===== src/rtl/proc_pkg.sv =====
// rtl/proc_pkg.sv - shared constants and helpers for the lab processor datapath
package proc_pkg;

    localparam int DATA_WIDTH_DEFAULT = 9;
    localparam int IR_WIDTH           = 9;
    localparam int NUM_REGS           = 8;
    localparam int SEL_WIDTH          = 10;

    // Bus select bit positions in MUXLINE
    localparam int SEL_DIN = 9;
    localparam int SEL_G   = 8;

    // Write enable bit positions in REGSELECTORS
    localparam int EN_G = 9;
    localparam int EN_A = 8;

    // Instruction fields IIIXXXYYY
    localparam int OPC_MSB = 8;
    localparam int OPC_LSB = 6;
    localparam int RX_MSB  = 5;
    localparam int RX_LSB  = 3;
    localparam int RY_MSB  = 2;
    localparam int RY_LSB  = 0;

    // True when more than one select bit is set (clearing the lowest set bit leaves something)
    function automatic logic multi_hot(input logic [SEL_WIDTH-1:0] v);
        logic [SEL_WIDTH-1:0] v_m1;
        v_m1 = v - SEL_WIDTH'(1);
        return |(v & v_m1);
    endfunction

endpackage


===== src/rtl/proc_datapath_if.sv =====
// rtl/proc_datapath_if.sv - control unit <-> datapath signal bundle
interface proc_datapath_if import proc_pkg::*; #(
    parameter int DATA_WIDTH = DATA_WIDTH_DEFAULT
) ();

    logic                  RUN;
    logic [DATA_WIDTH-1:0] DIN;
    logic [SEL_WIDTH-1:0]  MUXLINE;
    logic [SEL_WIDTH-1:0]  REGSELECTORS;
    logic                  ADDSUB;
    logic                  IREN;
    logic                  COUNTERCLR;
    logic                  DONE;
    logic [DATA_WIDTH-1:0] BUSWIRES;
    logic [IR_WIDTH-1:0]   IRLINE;
    logic [1:0]            COUNTERLINE;
    logic [DATA_WIDTH-1:0] GOUT;
    logic                  MUXERR;

    modport master (
        output RUN, DIN, MUXLINE, REGSELECTORS, ADDSUB, IREN, COUNTERCLR, DONE,
        input  BUSWIRES, IRLINE, COUNTERLINE, GOUT, MUXERR
    );

    modport slave (
        input  RUN, DIN, MUXLINE, REGSELECTORS, ADDSUB, IREN, COUNTERCLR, DONE,
        output BUSWIRES, IRLINE, COUNTERLINE, GOUT, MUXERR
    );

endinterface


===== src/rtl/datapath_reg.sv =====
// rtl/datapath_reg.sv - load-enabled register with synchronous active-high reset
module datapath_reg #(
    parameter int WIDTH = 9
) (
    input  logic             clk_i,
    input  logic             rst_i,
    input  logic             en_i,
    input  logic [WIDTH-1:0] d_i,
    output logic [WIDTH-1:0] q_o
);

    logic [WIDTH-1:0] val_q;

    // Reset dominates; otherwise capture d_i when enabled
    always_ff @(posedge clk_i) begin
        if (rst_i) begin
            val_q <= '0;
        end else if (en_i) begin
            val_q <= d_i;
        end
    end

    assign q_o = val_q;

endmodule


===== src/rtl/proc_datapath.sv =====
// rtl/proc_datapath.sv - register file, bus mux, add/sub and step counter
module proc_datapath import proc_pkg::*; #(
    parameter int DATA_WIDTH = DATA_WIDTH_DEFAULT
) (
    input  logic          CLK,
    input  logic          RESET,
    proc_datapath_if.slave dp
);

    logic [DATA_WIDTH-1:0] r_q [NUM_REGS];
    logic [DATA_WIDTH-1:0] a_q;
    logic [DATA_WIDTH-1:0] g_q;
    logic [DATA_WIDTH-1:0] g_d;
    logic [IR_WIDTH-1:0]   ir_q;
    logic [DATA_WIDTH-1:0] bus_w;
    logic [1:0]            count_q;
    logic [1:0]            count_d;

    // General registers R0..R7 all load from the bus
    for (genvar gi = 0; gi < NUM_REGS; gi++) begin : g_regs
        datapath_reg #(.WIDTH(DATA_WIDTH)) u_r (
            .clk_i (CLK),
            .rst_i (RESET),
            .en_i  (dp.REGSELECTORS[gi]),
            .d_i   (bus_w),
            .q_o   (r_q[gi])
        );
    end

    datapath_reg #(.WIDTH(DATA_WIDTH)) u_a (
        .clk_i (CLK),
        .rst_i (RESET),
        .en_i  (dp.REGSELECTORS[EN_A]),
        .d_i   (bus_w),
        .q_o   (a_q)
    );

    datapath_reg #(.WIDTH(DATA_WIDTH)) u_g (
        .clk_i (CLK),
        .rst_i (RESET),
        .en_i  (dp.REGSELECTORS[EN_G]),
        .d_i   (g_d),
        .q_o   (g_q)
    );

    // IR loads straight from DIN so an instruction fetch never needs the bus
    datapath_reg #(.WIDTH(IR_WIDTH)) u_ir (
        .clk_i (CLK),
        .rst_i (RESET),
        .en_i  (dp.IREN),
        .d_i   (dp.DIN[IR_WIDTH-1:0]),
        .q_o   (ir_q)
    );

    // Bus mux: DIN over G over lowest-numbered Ri; descending loop lets the lowest index win
    always_comb begin
        bus_w = '0;
        for (int i = NUM_REGS - 1; i >= 0; i--) begin
            if (dp.MUXLINE[i]) begin
                bus_w = r_q[i];
            end
        end
        if (dp.MUXLINE[SEL_G]) begin
            bus_w = g_q;
        end
        if (dp.MUXLINE[SEL_DIN]) begin
            bus_w = dp.DIN;
        end
    end

    // Adder/subtractor against the pre-edge A; carry and borrow fall off the top
    always_comb begin
        g_d = a_q - bus_w;
        if (dp.ADDSUB) begin
            g_d = a_q + bus_w;
        end
    end

    // Step counter next state: clear beats advance, otherwise hold
    always_comb begin
        count_d = count_q;
        if (dp.COUNTERCLR || dp.DONE) begin
            count_d = 2'd0;
        end else if (dp.RUN) begin
            count_d = count_q + 2'd1;
        end
    end

    // Step counter register
    always_ff @(posedge CLK) begin
        if (RESET) begin
            count_q <= 2'd0;
        end else begin
            count_q <= count_d;
        end
    end

    assign dp.BUSWIRES    = bus_w;
    assign dp.IRLINE      = ir_q;
    assign dp.COUNTERLINE = count_q;
    assign dp.GOUT        = g_q;
    assign dp.MUXERR      = multi_hot(dp.MUXLINE);

endmodule


===== src/flat_wrapper.sv =====
// flat-port wrapper written by rule: the top's interface ports become plain ports
module proc_datapath_flat import proc_pkg::*;
#(
    parameter int DATA_WIDTH = DATA_WIDTH_DEFAULT
)
  (CLK, RESET, dp_RUN, dp_DIN, dp_MUXLINE, dp_REGSELECTORS, dp_ADDSUB, dp_IREN, dp_COUNTERCLR, dp_DONE, dp_BUSWIRES, dp_IRLINE, dp_COUNTERLINE, dp_GOUT, dp_MUXERR);
  proc_datapath_if #(.DATA_WIDTH(DATA_WIDTH)) dp_i ();
  input  logic CLK;
  input  logic RESET;
  input wire logic [$bits(dp_i.RUN)-1:0] dp_RUN;
  input wire logic [$bits(dp_i.DIN)-1:0] dp_DIN;
  input wire logic [$bits(dp_i.MUXLINE)-1:0] dp_MUXLINE;
  input wire logic [$bits(dp_i.REGSELECTORS)-1:0] dp_REGSELECTORS;
  input wire logic [$bits(dp_i.ADDSUB)-1:0] dp_ADDSUB;
  input wire logic [$bits(dp_i.IREN)-1:0] dp_IREN;
  input wire logic [$bits(dp_i.COUNTERCLR)-1:0] dp_COUNTERCLR;
  input wire logic [$bits(dp_i.DONE)-1:0] dp_DONE;
  output wire logic [$bits(dp_i.BUSWIRES)-1:0] dp_BUSWIRES;
  output wire logic [$bits(dp_i.IRLINE)-1:0] dp_IRLINE;
  output wire logic [$bits(dp_i.COUNTERLINE)-1:0] dp_COUNTERLINE;
  output wire logic [$bits(dp_i.GOUT)-1:0] dp_GOUT;
  output wire logic [$bits(dp_i.MUXERR)-1:0] dp_MUXERR;
  assign dp_i.RUN = dp_RUN;
  assign dp_i.DIN = dp_DIN;
  assign dp_i.MUXLINE = dp_MUXLINE;
  assign dp_i.REGSELECTORS = dp_REGSELECTORS;
  assign dp_i.ADDSUB = dp_ADDSUB;
  assign dp_i.IREN = dp_IREN;
  assign dp_i.COUNTERCLR = dp_COUNTERCLR;
  assign dp_i.DONE = dp_DONE;
  assign dp_BUSWIRES = dp_i.BUSWIRES;
  assign dp_IRLINE = dp_i.IRLINE;
  assign dp_COUNTERLINE = dp_i.COUNTERLINE;
  assign dp_GOUT = dp_i.GOUT;
  assign dp_MUXERR = dp_i.MUXERR;
  proc_datapath #(.DATA_WIDTH(DATA_WIDTH)) u_core (.CLK(CLK), .RESET(RESET), .dp(dp_i));
endmodule

===== config.mk =====
export PLATFORM = sky130hd
export DESIGN_NAME = proc_datapath_flat
export DESIGN_NICKNAME = d
export VERILOG_FILES = /design/src/rtl/proc_pkg.sv /design/src/rtl/proc_datapath_if.sv /design/src/rtl/datapath_reg.sv /design/src/rtl/proc_datapath.sv /design/src/flat_wrapper.sv
export SDC_FILE = /design/constraint.sdc
export NUM_CORES = 1
export LEC_CHECK = 0
export ABC_AREA = 1
export CORE_AREA = 2 2 151 153
export DETAILED_ROUTE_END_ITERATION = 10
export DIE_AREA = 0 0 153 155
export GPL_TIMING_DRIVEN = 1
export PLACE_DENSITY = 0.45
export SYNTH_ARGS = -nofsm -noshare
export SYNTH_HDL_FRONTEND = slang
export SYNTH_SLANG_ARGS = --single-unit

===== constraint.sdc =====
create_clock -name CLK -period 6.1 [get_ports CLK]
set_clock_uncertainty 0.15 [all_clocks]
set_input_delay 0.61 -clock CLK [delete_from_list [all_inputs] [get_ports CLK]]
set_output_delay 0.61 -clock CLK [all_outputs]
set_load 0.05 [all_outputs]

Word level (Yosys, flattened, before mapping)
Index checks and enable logic that the tools add are counted.
{ "classes": {"addsub": 4, "mux": 11, "n_bitwise": 1, "n_reduce_logical": 3} }
{ "op_table": {"columns": ["op", "count"], "rows": [
  ["9-bit 2-to-1 mux", 11],
  ["10-bit AND", 1],
  ["10-bit OR reduction", 1],
  ["10-bit by 1-bit subtractor with 10-bit output, second input constant", 1],
  ["9-bit adder", 1],
  ["9-bit subtractor", 1],
  ["2-bit by 1-bit adder with 2-bit output, second input constant", 1],
  ["2-bit OR reduction", 1],
  ["1-bit logical OR", 1]
]} }
{ "totals": {"register_bits": 101, "in_bits": 36, "word_cells": 31} }

Logic depth before layout (Yosys ltp)
Gate-level depths: netlist of run 1.
{ "logic_depth": {"ltp_word": 12, "depth_mapped": 34, "ltp_nobuf": 33} }

By module
From an unflattened synthesis of run 1, not the netlist that was laid out.
{ "hier_totals": {"cells_unflattened": 980, "area_unflattened_um2": 5988.2} }
{ "modules_own_cells": {"columns": ["mod", "instances", "cells_each", "area_each_um2", "seq_area_each_um2"], "rows": [
  ["datapath_reg", 11, 57, 381.6, 180.2],
  ["proc_datapath", 1, 353, 1790.5, 40.0]
]} }

Worst setup path after synthesis of run 1
Ideal clock, no wire load.
{ "synth_path": {"kind": "input to register", "from": "in dp_MUXLINE[5]", "to": "reg u_core.u_g.val_q[8] (netlist: u_core.u_g.q_o[8])", "t_arrival_ns": 3.510, "t_required_ns": 5.841, "slack_ns": 2.331, "cell_stages": 29, "path_buffers": 1, "cell_sequence": "buf_6 nor2_2 nand3_1 o21ai_1 nand2_1 o21ai_1 nand2_1 nand3_1 nand2_1 nand2_4 inv_1 ha_1 nand2_1 o21ai_0 fa_1 nand3_1 nand3_1 nand4_1 nand2_1 nand2_1 nand2_1 inv_1 nand3_1 nand2_1 inv_1 nand3_1 nand3_1 nand2_1 inv_1"} }
{ "synth_between": {"elab_chain_cells": 10} }
{ "synth_rtl": {"columns": ["item", "line_no", "source"], "rows": [
  ["from (decl)", "flat_wrapper.sv:12", "input wire logic [$bits(dp_i.MUXLINE)-1:0] dp_MUXLINE;"],
  ["9-bit 2-to-1 mux * (6 in a row)", "proc_datapath.sv:59", "if (dp.MUXLINE[i]) begin"],
  ["9-bit 2-to-1 mux *", "proc_datapath.sv:63", "if (dp.MUXLINE[SEL_G]) begin"],
  ["9-bit 2-to-1 mux *", "proc_datapath.sv:66", "if (dp.MUXLINE[SEL_DIN]) begin"],
  ["via dp_BUSWIRES[0]", "flat_wrapper.sv:18", "output wire logic [$bits(dp_i.BUSWIRES)-1:0] dp_BUSWIRES;"],
  ["9-bit subtractor / 9-bit adder (equally long branches)", "proc_datapath.sv:73, proc_datapath.sv:75", null],
  ["9-bit 2-to-1 mux *", "proc_datapath.sv:74", "if (dp.ADDSUB) begin"],
  ["to (signal assigned)", "datapath_reg.sv:19", "val_q <= d_i;"],
  ["to (decl)", "datapath_reg.sv:12", "logic [WIDTH-1:0] val_q;"]
]} }
The timed path passes the listed nets; every way through them passes the cells marked *.
A chain may end at the register's enable or synchronous reset.

Worst setup path after layout of run 1
{ "layout_path": {"from": "in dp_MUXLINE[6]", "to": "out dp_BUSWIRES[8]"} }
{ "layout_between": {"elab_chain_cells": 9} }
{ "layout_rtl": {"columns": ["item", "line_no"], "rows": [
  ["9-bit 2-to-1 mux (7 in a row)", "proc_datapath.sv:59"],
  ["9-bit 2-to-1 mux", "proc_datapath.sv:63"],
  ["9-bit 2-to-1 mux", "proc_datapath.sv:66"],
  ["to (decl)", "flat_wrapper.sv:18"]
]} }
Every way passes these cells.

==> results of run 1 <==
## stage by stage
step	setup slack, ns	util, %	hold WS, ns	total power [µW]	instance area, µm²
after global placement	1.00	28.0	0.312	1190	6220
after detailed placement	1.11	28.0	0.318	1180	6220
after floorplan	2.33	-	0.299	1040	5410
after CTS	1.27	29.4	0.338	1840	6540
after global routing	1.06	29.4	0.356	1910	6540
final	1.25	29.4	0.332	1810	6540
## power by group through the flow
stage	Clock [µW]	Combinational (µW)	Sequential, µW
after floorplan	0	248	788
after global placement	0	429	756
after detailed placement	0	427	754
after CTS	668	429	740
after global routing	692	472	746
final	646	426	740
## layer usage
layer  global-route usage (%)  wire length (µm)  up-vias
li1                         -                 -     2629
met1                     20.4              8750     2255
met2                     23.9              7720      105
met3                     4.12               967       23
met4                     4.59               321        0
met5                        0                 0        -
## synthesized netlist by cell type, types with 2 or more instances
cell type  count  share of area [%]
nand2_1      218                 15
inv_1        139                9.6
dfxtp_1      101                 37
o21ai_0       68                6.3
nor2_1        64                4.4
a21oi_1       49                4.5
o211ai_1      44                6.1
clkbuf_1      25                1.7
nand3_1       24                2.2
ha_1           9                2.1
xor2_1         8                1.3
a31oi_1        7               0.81
buf_6          7                1.5
buf_2          6               0.55
nor2_2         6               0.69
clkinv_1       3               0.21
inv_2          3               0.21
nand2_2        3               0.35
nor3_1         3               0.28
o21ai_1        3               0.28
clkbuf_8       2               0.51
nand2_4        2               0.42
nand4_1        2               0.23
nor2_4         2               0.42
o21a_1         2               0.28
o22ai_1        2               0.23
## worst min-delay path by stage
stage | depth (start not counted) | start | slack (ns) | end
after CTS | 2 | u_core.g_regs[4].u_r.q_o[6] | 0.34 | u_core.g_regs[4].u_r.q_o[6]
final | 2 | u_core.g_regs[4].u_r.q_o[6] | 0.33 | u_core.g_regs[4].u_r.q_o[6]
after global placement | 2 | u_core.g_regs[3].u_r.q_o[3] | 0.31 | u_core.g_regs[3].u_r.q_o[3]
after detailed placement | 2 | u_core.g_regs[2].u_r.q_o[6] | 0.32 | u_core.g_regs[2].u_r.q_o[6]
after floorplan | 2 | u_core.g_regs[1].u_r.q_o[0] | 0.30 | u_core.g_regs[1].u_r.q_o[0]
after global routing | 2 | u_core.g_regs[2].u_r.q_o[3] | 0.36 | u_core.g_regs[2].u_r.q_o[3]
## area by class of cell
type,instances,area [µm²]
Fill cell,2487,15700
Clock inverter,6,96.3
Clock buffer,9,225
Tap cell,285,357
Timing Repair Buffer,71,696
Inverter,146,551
Multi-Input combinational cell,525,2590
Sequential cell,101,2020
## cell usage in the layout, fill, tap and decap left out, drive strengths merged
cell type        n
a2111oi          1
a21boi           1
a21oi           50
a31oi            7
buf              6
bufinv           2
clkbuf           9
clkdlybuf4s50   65
clkinv           4
clkinvlp         1
dfxtp          101
fa               1
ha               9
inv            145
nand2          223
nand3           25
nand3b           1
nand4            2
nor2            72
nor3             4
nor3b            1
o211ai          44
o21a             2
o21ai           71
o22ai            2
xnor2            1
xor2             8
## cells by family (layout without fill, tap and decap cells)
group	count (synthesis)	after routing	share of synthesized area [%]
compound gates	178	178	19.2
xor+xnor	9	9	1.46
simple gates	328	328	24.8
buf+inv	188	232	14.7
fa+ha+maj	10	10	2.45
flops	101	101	37.4
## worst reg2reg max path, cell delays in order, from the launching register on
cell	delay, ns
dfxtp_1	0.31
inv_1	0.04
o22ai_1	0.25
nand2_1	0.07
o21ai_0	0.08
nand2_1	0.08
nand3_1	0.10
nand2_1	0.09
nand2_4	0.15
inv_1	0.14
ha_1	0.24
nor2_1	0.12
xor2_1	0.21
ha_1	0.30
a21oi_1	0.15
nand2_1	0.09
nand2_1	0.06
nand2_1	0.06
a21oi_1	0.19
o21ai_0	0.11
a21oi_1	0.18
xnor2_1	0.10
o21ai_0	0.17
inv_1	0.06
## sequential cells by signal (all words and copies together) (netlist names)
signal / flops
u_core.dp.COUNTERLINE: 2
u_core.u_ir.q_o: 9
u_core.u_a.q_o: 9
u_core.g_regs.u_r.q_o: 72
u_core.u_g.q_o: 9
==> flow_summary.toml, run 1 <==
[floorplan]
pin_count = 66
core_area_mm2 = 0.0222
initial_core_util_pct = 24.3
die_h_um = 155
die-area_mm2 = 0.0237
fp.dieW_um = 153
core.rowCount = 55

[run_status]
outcome = "complete, no violations"

[pwr]
swShare_pct = 32.9
p_leak_uw = 0.00330
p_comb_share_pct = 23.5
power.internal_uw = 1220
vdd_ir_drop_max_uv = 111
seqPwrFrac_pct = 40.9
p_per_area_mw_per_mm2 = 277
switchingPower_uw = 597
clkPwrFrac_pct = 35.6

[synthesis]
synth_edf_count = 0
avgSynthCellArea_um2 = 6.65
async_reset_ff_share_pct = 0
synthCells = 814
synth_warnings = 0
synth_top_flop_cell = "dfxtp_1"
ys_ff_latch = 101
ys_seq_area_share_pct = 37.4
synth_fp_nets = 860
syn_area_mm2 = 0.00541
synth_cell_types = 38

[route]
routed_wl_um = 17800
wl_per_cell_um = 15.5
drtAntennaViolNets = 0
firstDrtPassIters = 5
via_per_inst = 4.38
drtIter0Drc = 343
dr_total_vias = 5012
route.detailed.drc = 0

[sta]
rsz0062_at_grt = "no"
hold_violations = 0
fin_crit_ns = 4.85
period_share_pct = 79.4
drv_slew = 0
setup_violations = 0
fmax_mhz = 206
tns_ns = 0
slew_headroom_pct = 51.9
worst_slew_pin_slew_ns = 0.722

[setup_path]
critPathLaunchType = "input pin"
crit_family = "buffers and inverters"
cp.buffers_inverters = 2
cpMaxStageDelayCell = "clkdlybuf4s50_1"
cp-startpoint = "dp_MUXLINE[6]"
r2r-end = "u_core.u_g.q_o[7]"
rr_worst_depth = 23
arrival_ns = 4.09
rrSetupSlack_ns = 2.48
endpoint = "dp_BUSWIRES[8]"
cp_num_cells = 11
end_kind = "output pin"
path_class = "input pin to output pin"
crit_chain = "clkdlybuf4s50_1 -> nor2_4 -> nand2_2 -> o21ai_0 -> nand2_1 -> nand2_1 -> nand2_1 -> nand3_1 -> nand2_1 -> nand2_1 -> clkdlybuf4s50_1"
cp_common_cell = "nand2_1"
reg2reg_from = "u_core.g_regs[5].u_r.q_o[0]"
crit_fanout = 13
cp_slowest_stage_delay_ns = 0.92
worstPathRequired_ns = 5.34

[finish]
final_cells = 1143
drive_above_1_share_pct = 5.01
fin_nets = 900
diodes = 0
area_growth_pct = 20.8

[grt]
grt_max_degree = 66
grt_overflow_total = 0
grt_pass1_wl_um = 27800
grtUsageTotal_pct = 15.2
grt_pass1_vias = 4861
antenna_found_initial = 0

[clocking]
htree_levels = 3
clockBufferDepth = 2
post_cts_buffers = 0
clockRootBuffer = "clkbuf_16"
cts_tree = "built"
numClockSinks = 101
cts_resized = 0
insertion_delay_ns = 0.36
cts_made_buffers = 9
cts_hold_buf = 0
clkTransAtPathRegs_ns = 0.07

[min_path]
hp-class = "flip-flop to flip-flop"

[flow_run]
cap_viol_max_count = 0

[placed_design]
io_buffers = 65
gp_congestion = 0.810
dp_hpwl_um = 12500
dpl.cell_count = 1128
(Power assumes the default switching activity.)
==> inputs of run 2 (changes only) <==
--- a/config.mk
+++ b/config.mk
@@ -10,7 +10,7 @@
 export DETAILED_ROUTE_END_ITERATION = 10
 export DIE_AREA = 0 0 153 155
 export GPL_TIMING_DRIVEN = 1
-export PLACE_DENSITY = 0.45
+export PLACE_DENSITY = 0.46
 export SYNTH_ARGS = -nofsm -noshare
 export SYNTH_HDL_FRONTEND = slang
 export SYNTH_SLANG_ARGS = --single-unit
==> constraint.sdc (replaced) <==
create_clock -name CLK -period 4.1 [get_ports CLK]
set_clock_uncertainty 0.15 [all_clocks]
set_input_delay 0.41 -clock CLK [delete_from_list [all_inputs] [get_ports CLK]]
set_output_delay 0.41 -clock CLK [all_outputs]
set_load 0.05 [all_outputs]
==> run 2 against run 1 <==
Clock power increased by 40%; global-route usage decreased by 0.27 points; critical path depth increased by 19; combinational power increased by 58%; final cell count increased by 3.4%; critical path type is now input pin to flip-flop; critical endpoint is now u_core.u_g.q_o[8]; largest power group unchanged; highest routed layer unchanged.
==> flow_summary.toml, run 2 (synthesis gave the netlist of run 1 again) <==
[route]
routed_wl_um = 17100
drtIter0Drc = 230
via_per_inst = 4.32
firstDrtPassIters = 4
route.detailed.drc = 0
drtAntennaViolNets = 0
wl_per_cell_um = 14.5
dr_total_vias = 5108

[setup_path]
arrival_ns = 3.83
end_kind = "flip-flop"
critPathLaunchType = "input pin"
cp.buffers_inverters = 6
crit_family = "simple AND/OR/NAND/NOR gates"
cp_slowest_stage_delay_ns = 0.54
cp_common_cell = "nand2_1"
cpMaxStageDelayCell = "clkdlybuf4s50_1"
worstPathRequired_ns = 4.21
path_class = "input pin to flip-flop"
crit_fanout = 10
rrSetupSlack_ns = 0.88

[grt]
grt_pass1_wl_um = 27800
antenna_found_initial = 0
grt_pass1_vias = 5176
grt_overflow_total = 0
grt_max_degree = 37
grtUsageTotal_pct = 14.9

[sta]
slew_headroom_pct = 55.3
setup_violations = 0
fin_crit_ns = 3.72
hold_slack_ns = 0.335
fin_ws_ns = 0.379
fmax_mhz = 269
drv_slew = 0
period_share_pct = 90.8
worst_slew_pin_slew_ns = 0.669
hold_violations = 0
rsz0062_at_grt = "no"

[clocking]
clockBufferDepth = 2
cts_hold_buf = 0
post_cts_buffers = 0
htree_levels = 3
clkTransAtPathRegs_ns = 0.07
cts_tree = "built"
cts_made_buffers = 9
clockRootBuffer = "clkbuf_16"
numClockSinks = 101
insertion_delay_ns = 0.35

[pwr]
vdd_ir_drop_max_uv = 178
p_per_area_mw_per_mm2 = 393
p_leak_uw = 0.00350
p_total_uw = 2680

[finish]
fillers = 2446
final_cells = 1182
multi_input_area_mm2 = 0.00260
final_cell_mix = "218 x nand2_1, 138 x inv_1, 101 x dfxtp_1"
drive_above_1_share_pct = 9.92
diodes = 0
seq_area_mm2 = 0.00202
area_growth_pct = 25.9
layout_commonest_cell = "nand2_1"
fin_nets = 938
largest_reg_flops = 72

[floorplan]
initial_core_util_pct = 24.3
die-area_mm2 = 0.0237
die_h_um = 155
core_area_mm2 = 0.0222
fp.dieW_um = 153
core.rowCount = 55
pin_count = 66

[run_status]
outcome = "complete, no violations"

[placed_design]
dpl.cell_count = 1166
dp_hpwl_um = 12900
dp_slack_ns = 0.00934
io_buffers = 65
gp_congestion = 0.823

[min_path]
hp-class = "flip-flop to flip-flop"

[flow_run]
cap_viol_max_count = 0
## run 2: changes by cell type in the layout (fill, tap and decap cells not counted), sizes merged
| cell | before | now |
|---|---|---|
| clkinv | 4 | 6 |
| clkbuf | 9 | 11 |
| clkdlybuf4s50 | 65 | 59 |
| inv | 145 | 144 |
| bufinv | 2 | 1 |
| clkinvlp | 1 | 0 |
| buf | 6 | 50 |
## run 2: metal layers
metal	share of wire [%]	vias to the layer above	GRT usage, %
met3	5.1	28	3.37
met4	2.9	0	5.64
met2	43	116	23.4
met5	0	-	0
li1	-	2715	-
met1	49	2249	20.1
## run 2: per-stage QoR
| stage | instance area (µm²) | util [%] | setup TNS [ns] |
|---|---|---|---|
| 6_report | 6810 | 30.7 | 0 |
| 5_1_grt | 6810 | 30.7 | 0 |
| 4_1_cts | 6810 | 30.6 | 0 |
| 3_5_place_dp | 6500 | 29.2 | 0 |
| 3_3_place_gp | 6500 | 29.2 | -0.00282 |
| 2_1_floorplan | 5410 | - | 0 |
## run 2: area by class of cell
type                            instances  share of cell area [%]
Clock buffer                           11                    3.71
Clock inverter                          5                   0.845
Inverter                              146                    8.08
Multi-Input combinational cell        525                    38.1
Sequential cell                       101                    29.7
Tap cell                              285                    5.23
Timing Repair Buffer                  109                    14.4
## run 2: final timing paths
path	from	endpoint	depth (start not counted)
worst max-delay path	dp_MUXLINE[6]	u_core.u_g.q_o[8]	30
worst min-delay path	u_core.g_regs[4].u_r.q_o[3]	u_core.g_regs[4].u_r.q_o[3]	2
worst max register to register	u_core.g_regs[0].u_r.q_o[0]	u_core.u_g.q_o[8]	28
worst min register to register	u_core.g_regs[4].u_r.q_o[3]	u_core.g_regs[4].u_r.q_o[3]	2
## run 2: timing repair
| item | 4_1_cts | 5_1_grt |
|---|---|---|
| setup endpoints to repair | 0 | 1 |
| endpoints found under the hold margin | 0 | 0 |
| gates resized for setup | 0 | 1 |
## run 2: worst reg2reg max path, delay by kind of cell, from the launching register on
kind                       cells  cell delay (ns)
and+or+nand+nor               18             1.38
xor gates and xnor gates       1             0.20
adders and majority gates      2             0.47
AOI/OAI and AO/OA              2             0.35
DFF                            1             0.32
buffers and inverters          5             0.23
## run 2: report_power, final
part | switching [µW] | internal [µW] | leakage [µW] | total (µW)
sequential | 40.8 | 1060 | 0.000839 | 1100
combinational | 428 | 246 | 0.00251 | 674
clock | 394 | 508 | 0.000156 | 903
==> patch 1, RTL diff (flow settings as in run 1) <==
Put a register stage on the output `dp.MUXERR`, without a reset. The value now appears one clock later.
--- a/src/rtl/proc_datapath.sv
+++ b/src/rtl/proc_datapath.sv
@@ -101,3 +101,5 @@
     assign dp.GOUT        = g_q;
-    assign dp.MUXERR      = multi_hot(dp.MUXLINE);
+    always_ff @(posedge CLK) begin
+        dp.MUXERR <= multi_hot(dp.MUXLINE);
+    end
 
Function: changed (a bounded check fails within 4 cycles, from zero or initial values and one cycle with RESET high).
==> patch 1 against run 1 <==
Final area rose by 0.13%; total power fell by 2.9%; synthesized area rose by 0.37%; sequential power rose by 0.8%; maximum frequency rose by 2.2%; sequential cell count rose by 1; worst setup slack improved by 0.10 ns; wire length fell by 3.1%.
==> patch 1: results <==
{
  "p_sw_frac": 0.3413,
  "min_to": "u_core.g_regs[2].u_r.q_o[2]$_SDFFE_PP0P_",
  "ys_top_cells_by_count": "218 x nand2_1, 139 x inv_1, 102 x dfxtp_1",
  "grt_antenna_before_repair": 0,
  "regToRegSetupSlack_ns": 2.51,
  "drive_gt1_frac": 0.05226,
  "grt_use_met1": 0.2041,
  "hp-start": "u_core.g_regs[2].u_r.q_o[2]$_SDFFE_PP0P_",
  "post-place-ws_ns": 1.097,
  "crit_arrival_ns": 3.98,
  "routed_via_density": 4.357,
  "timing.fmax_ghz": 0.2108,
  "fin_hold_ws_ns": 0.3334,
  "drt-initial-drc-count": 334,
  "grt_pass1_wl_um": 26960,
  "dp_hpwl_um": 12280,
  "synth_compound_area_frac": 0.1912,
  "wl_per_cell_um": 15.02,
  "ir_worst_vdd_mv": 0.1284,
  "status": "finished, final reports clean",
  "synth_adder_area_share": 0.02442,
  "synth-seq-area-share": 0.3760,
  "grt.met2_usage": 0.2255,
  "synth_cells": 815,
  "yosys.area_share.xor_xnor": 0.01451,
  "total_leakage_power_nw": 3.308,
  "grtUsageMet3": 0.03733
}
[patch 1: tightest hold or removal path, delay by kind of cell, from the launching register on]
family	cells	cell delay, ns
flops	1	0.33
compound gates	1	0.08
buf+inv	1	0.05
[patch 1: area by class of cell]
| type | count | area [um2] |
|---|---|---|
| clock buffer | 10 | 239.0 |
| clock inverter | 6 | 63.81 |
| fill | 2467 | 15680 |
| inverter | 146 | 550.5 |
| multi-input combinational | 525 | 2592 |
| sequential | 102 | 2042 |
| tap | 285 | 356.6 |
| timing repair buffer | 72 | 703.2 |
[patch 1: power by group through the flow]
stage	Clock (mW)	Sequential, mW	Combinational [mW]
floorplan	0	0.794	0.248
global placement	0	0.762	0.427
detailed placement	0	0.761	0.426
CTS	0.611	0.746	0.428
global route	0.638	0.753	0.469
finish	0.592	0.746	0.423
[patch 1: layer usage]
layer  part of all wire  routed length, um
met5                  0                  0
met4              0.014                247
met3              0.057                986
met2               0.43               7471
met1               0.49               8507
==> patch 2, RTL diff (config.mk and constraints of run 1) <==
Without the edit above. Change the package constant `DATA_WIDTH_DEFAULT` from 9 to 10.
--- a/src/rtl/proc_pkg.sv
+++ b/src/rtl/proc_pkg.sv
@@ -3,3 +3,3 @@
 
-    localparam int DATA_WIDTH_DEFAULT = 9;
+    localparam int DATA_WIDTH_DEFAULT = 10;
     localparam int IR_WIDTH           = 9;
Ports: changed (resized dp_BUSWIRES, dp_DIN and dp_GOUT); port bits go from 66 to 69. No check against the original RTL was run, so the function may have changed too.
==> patch 2 against run 1 <==
Synthesized area is 11% higher; final area grew 11%; sequential cell count grew 10; total power grew 4.8%; synthesized cell count is 15% higher; worst hold slack better by 0.0025 ns; wire length grew 12%; final cell count grew 11%; worst setup slack better by 0.23 ns; combinational power rose by 14%; critical path type is now input port to register.
==> patch 2: results <==
{
  "total_leakage_power_nw": 3.727,
  "num_vias": 5623,
  "largest_reg_flops": 80,
  "slew_headroom": 0.5678,
  "grt_pass1_wl_um": 30900,
  "ir_worst_vdd_mv": 0.1011,
  "clkLatencyLatePin_ns": 0.36,
  "power_switching_uw": 636.4,
  "critPathMaxStageDelay_ns": 0.69,
  "synth_cells": 934,
  "crit_family": "simple AND/OR/NAND/NOR gates",
  "fillCellCount": 2518,
  "ys_top_cells_by_count": "217 x nand2_1, 162 x inv_1, 130 x nor2_1",
  "crit_arrival_ns": 4.71,
  "wl_per_cell_um": 15.64,
  "grt_pass1_vias": 5398,
  "io_buffers": 68,
  "synth-seq-area-share": 0.3695,
  "drive_gt1_frac": 0.05364,
  "ys_types": 39,
  "grt_usage": 0.1696,
  "drt-initial-drc-count": 300,
  "gp_congestion": 0.8333,
  "cts.repair.resized": 0,
  "status": "finished, final reports clean",
  "cp_max_fo": 18,
  "syn-num-nets": 982,
  "fin_nets": 1032,
  "synthTopCellsByArea": "dfxtp_1 37%, nand2_1 14%, inv_1 10%",
  "multi_input_area_mm2": 0.002963,
  "dp_cells": 1258
}
==> patch 2: worst register-to-register path: cells and delay by family (launching register included) <==
kind | cells | cell delay [ns]
AO/OA/AOI/OAI | 6 | 0.99
AND/OR/NAND/NOR | 13 | 0.79
XOR/XNOR | 1 | 0.13
flip-flops | 1 | 0.34
adder cells (fa/ha/maj) | 2 | 0.74
buffers and inverters | 6 | 0.45
==> patch 2: per-layer routing <==
layer | vias up | track usage | share of wire
li1 | 2989 | - | -
met1 | 2517 | 0.2250 | 0.48
met2 | 94 | 0.2872 | 0.47
met3 | 23 | 0.01811 | 0.024
met4 | 0 | 0.06041 | 0.022
met5 | - | 0 | 0
==> patch 2: final cells by class <==
type                    count  share of cell area
inverters                 167             0.08732
clock buffers              12             0.03268
repair buffers             82              0.1079
well taps                 285             0.04928
clock inverters             3            0.006225
flip-flops and latches    111              0.3071
multi-input cells         613              0.4095
==> patch 2: worst paths after layout <==
check / from / endpoint / slack, ns / cells after the start
hold / removal: u_core.u_g.q_o[0]$_SDFFE_PP0P_ / u_core.u_g.q_o[0]$_SDFFE_PP0P_ / 0.33 / 2
setup reg to reg: u_core.g_regs[7].u_r.q_o[1]$_SDFFE_PP0P_ / u_core.u_g.q_o[8]$_SDFFE_PP0P_ / 2.40 / 28
hold reg to reg: u_core.u_g.q_o[0]$_SDFFE_PP0P_ / u_core.u_g.q_o[0]$_SDFFE_PP0P_ / 0.33 / 2
setup / recovery: dp_MUXLINE[0] / u_core.u_g.q_o[9]$_SDFFE_PP0P_ / 1.48 / 28
==> patch 2: power groups by stage <==
stage          sequential [mW]  combinational [mW]  clock, mW
6_report                 0.813               0.484      0.603
5_1_grt                  0.820               0.536      0.645
4_1_cts                  0.813               0.489      0.620
3_5_place_dp             0.830               0.487          0
3_3_place_gp             0.830               0.489          0
2_1_floorplan            0.865               0.280          0
==> patch 2: logic make-up after synthesis <==
family	Yosys count	synth area share
XOR/XNOR	12	0.01748
AND/OR/NAND/NOR	388	0.2626
flip-flops	111	0.3695
AO/OA/AOI/OAI	202	0.1885
buffers and inverters	210	0.1377
adder cells (fa/ha/maj)	11	0.02414
==> patch 2: metrics by stage <==
stage | hold WS (ns) | setup slack (ns)
3_3_place_gp | 0.3187 | 1.143
5_1_grt | 0.3562 | 0.9568
4_1_cts | 0.3368 | 1.428
3_5_place_dp | 0.3174 | 1.059
6_report | 0.3346 | 1.484
2_1_floorplan | 0.2991 | 2.255
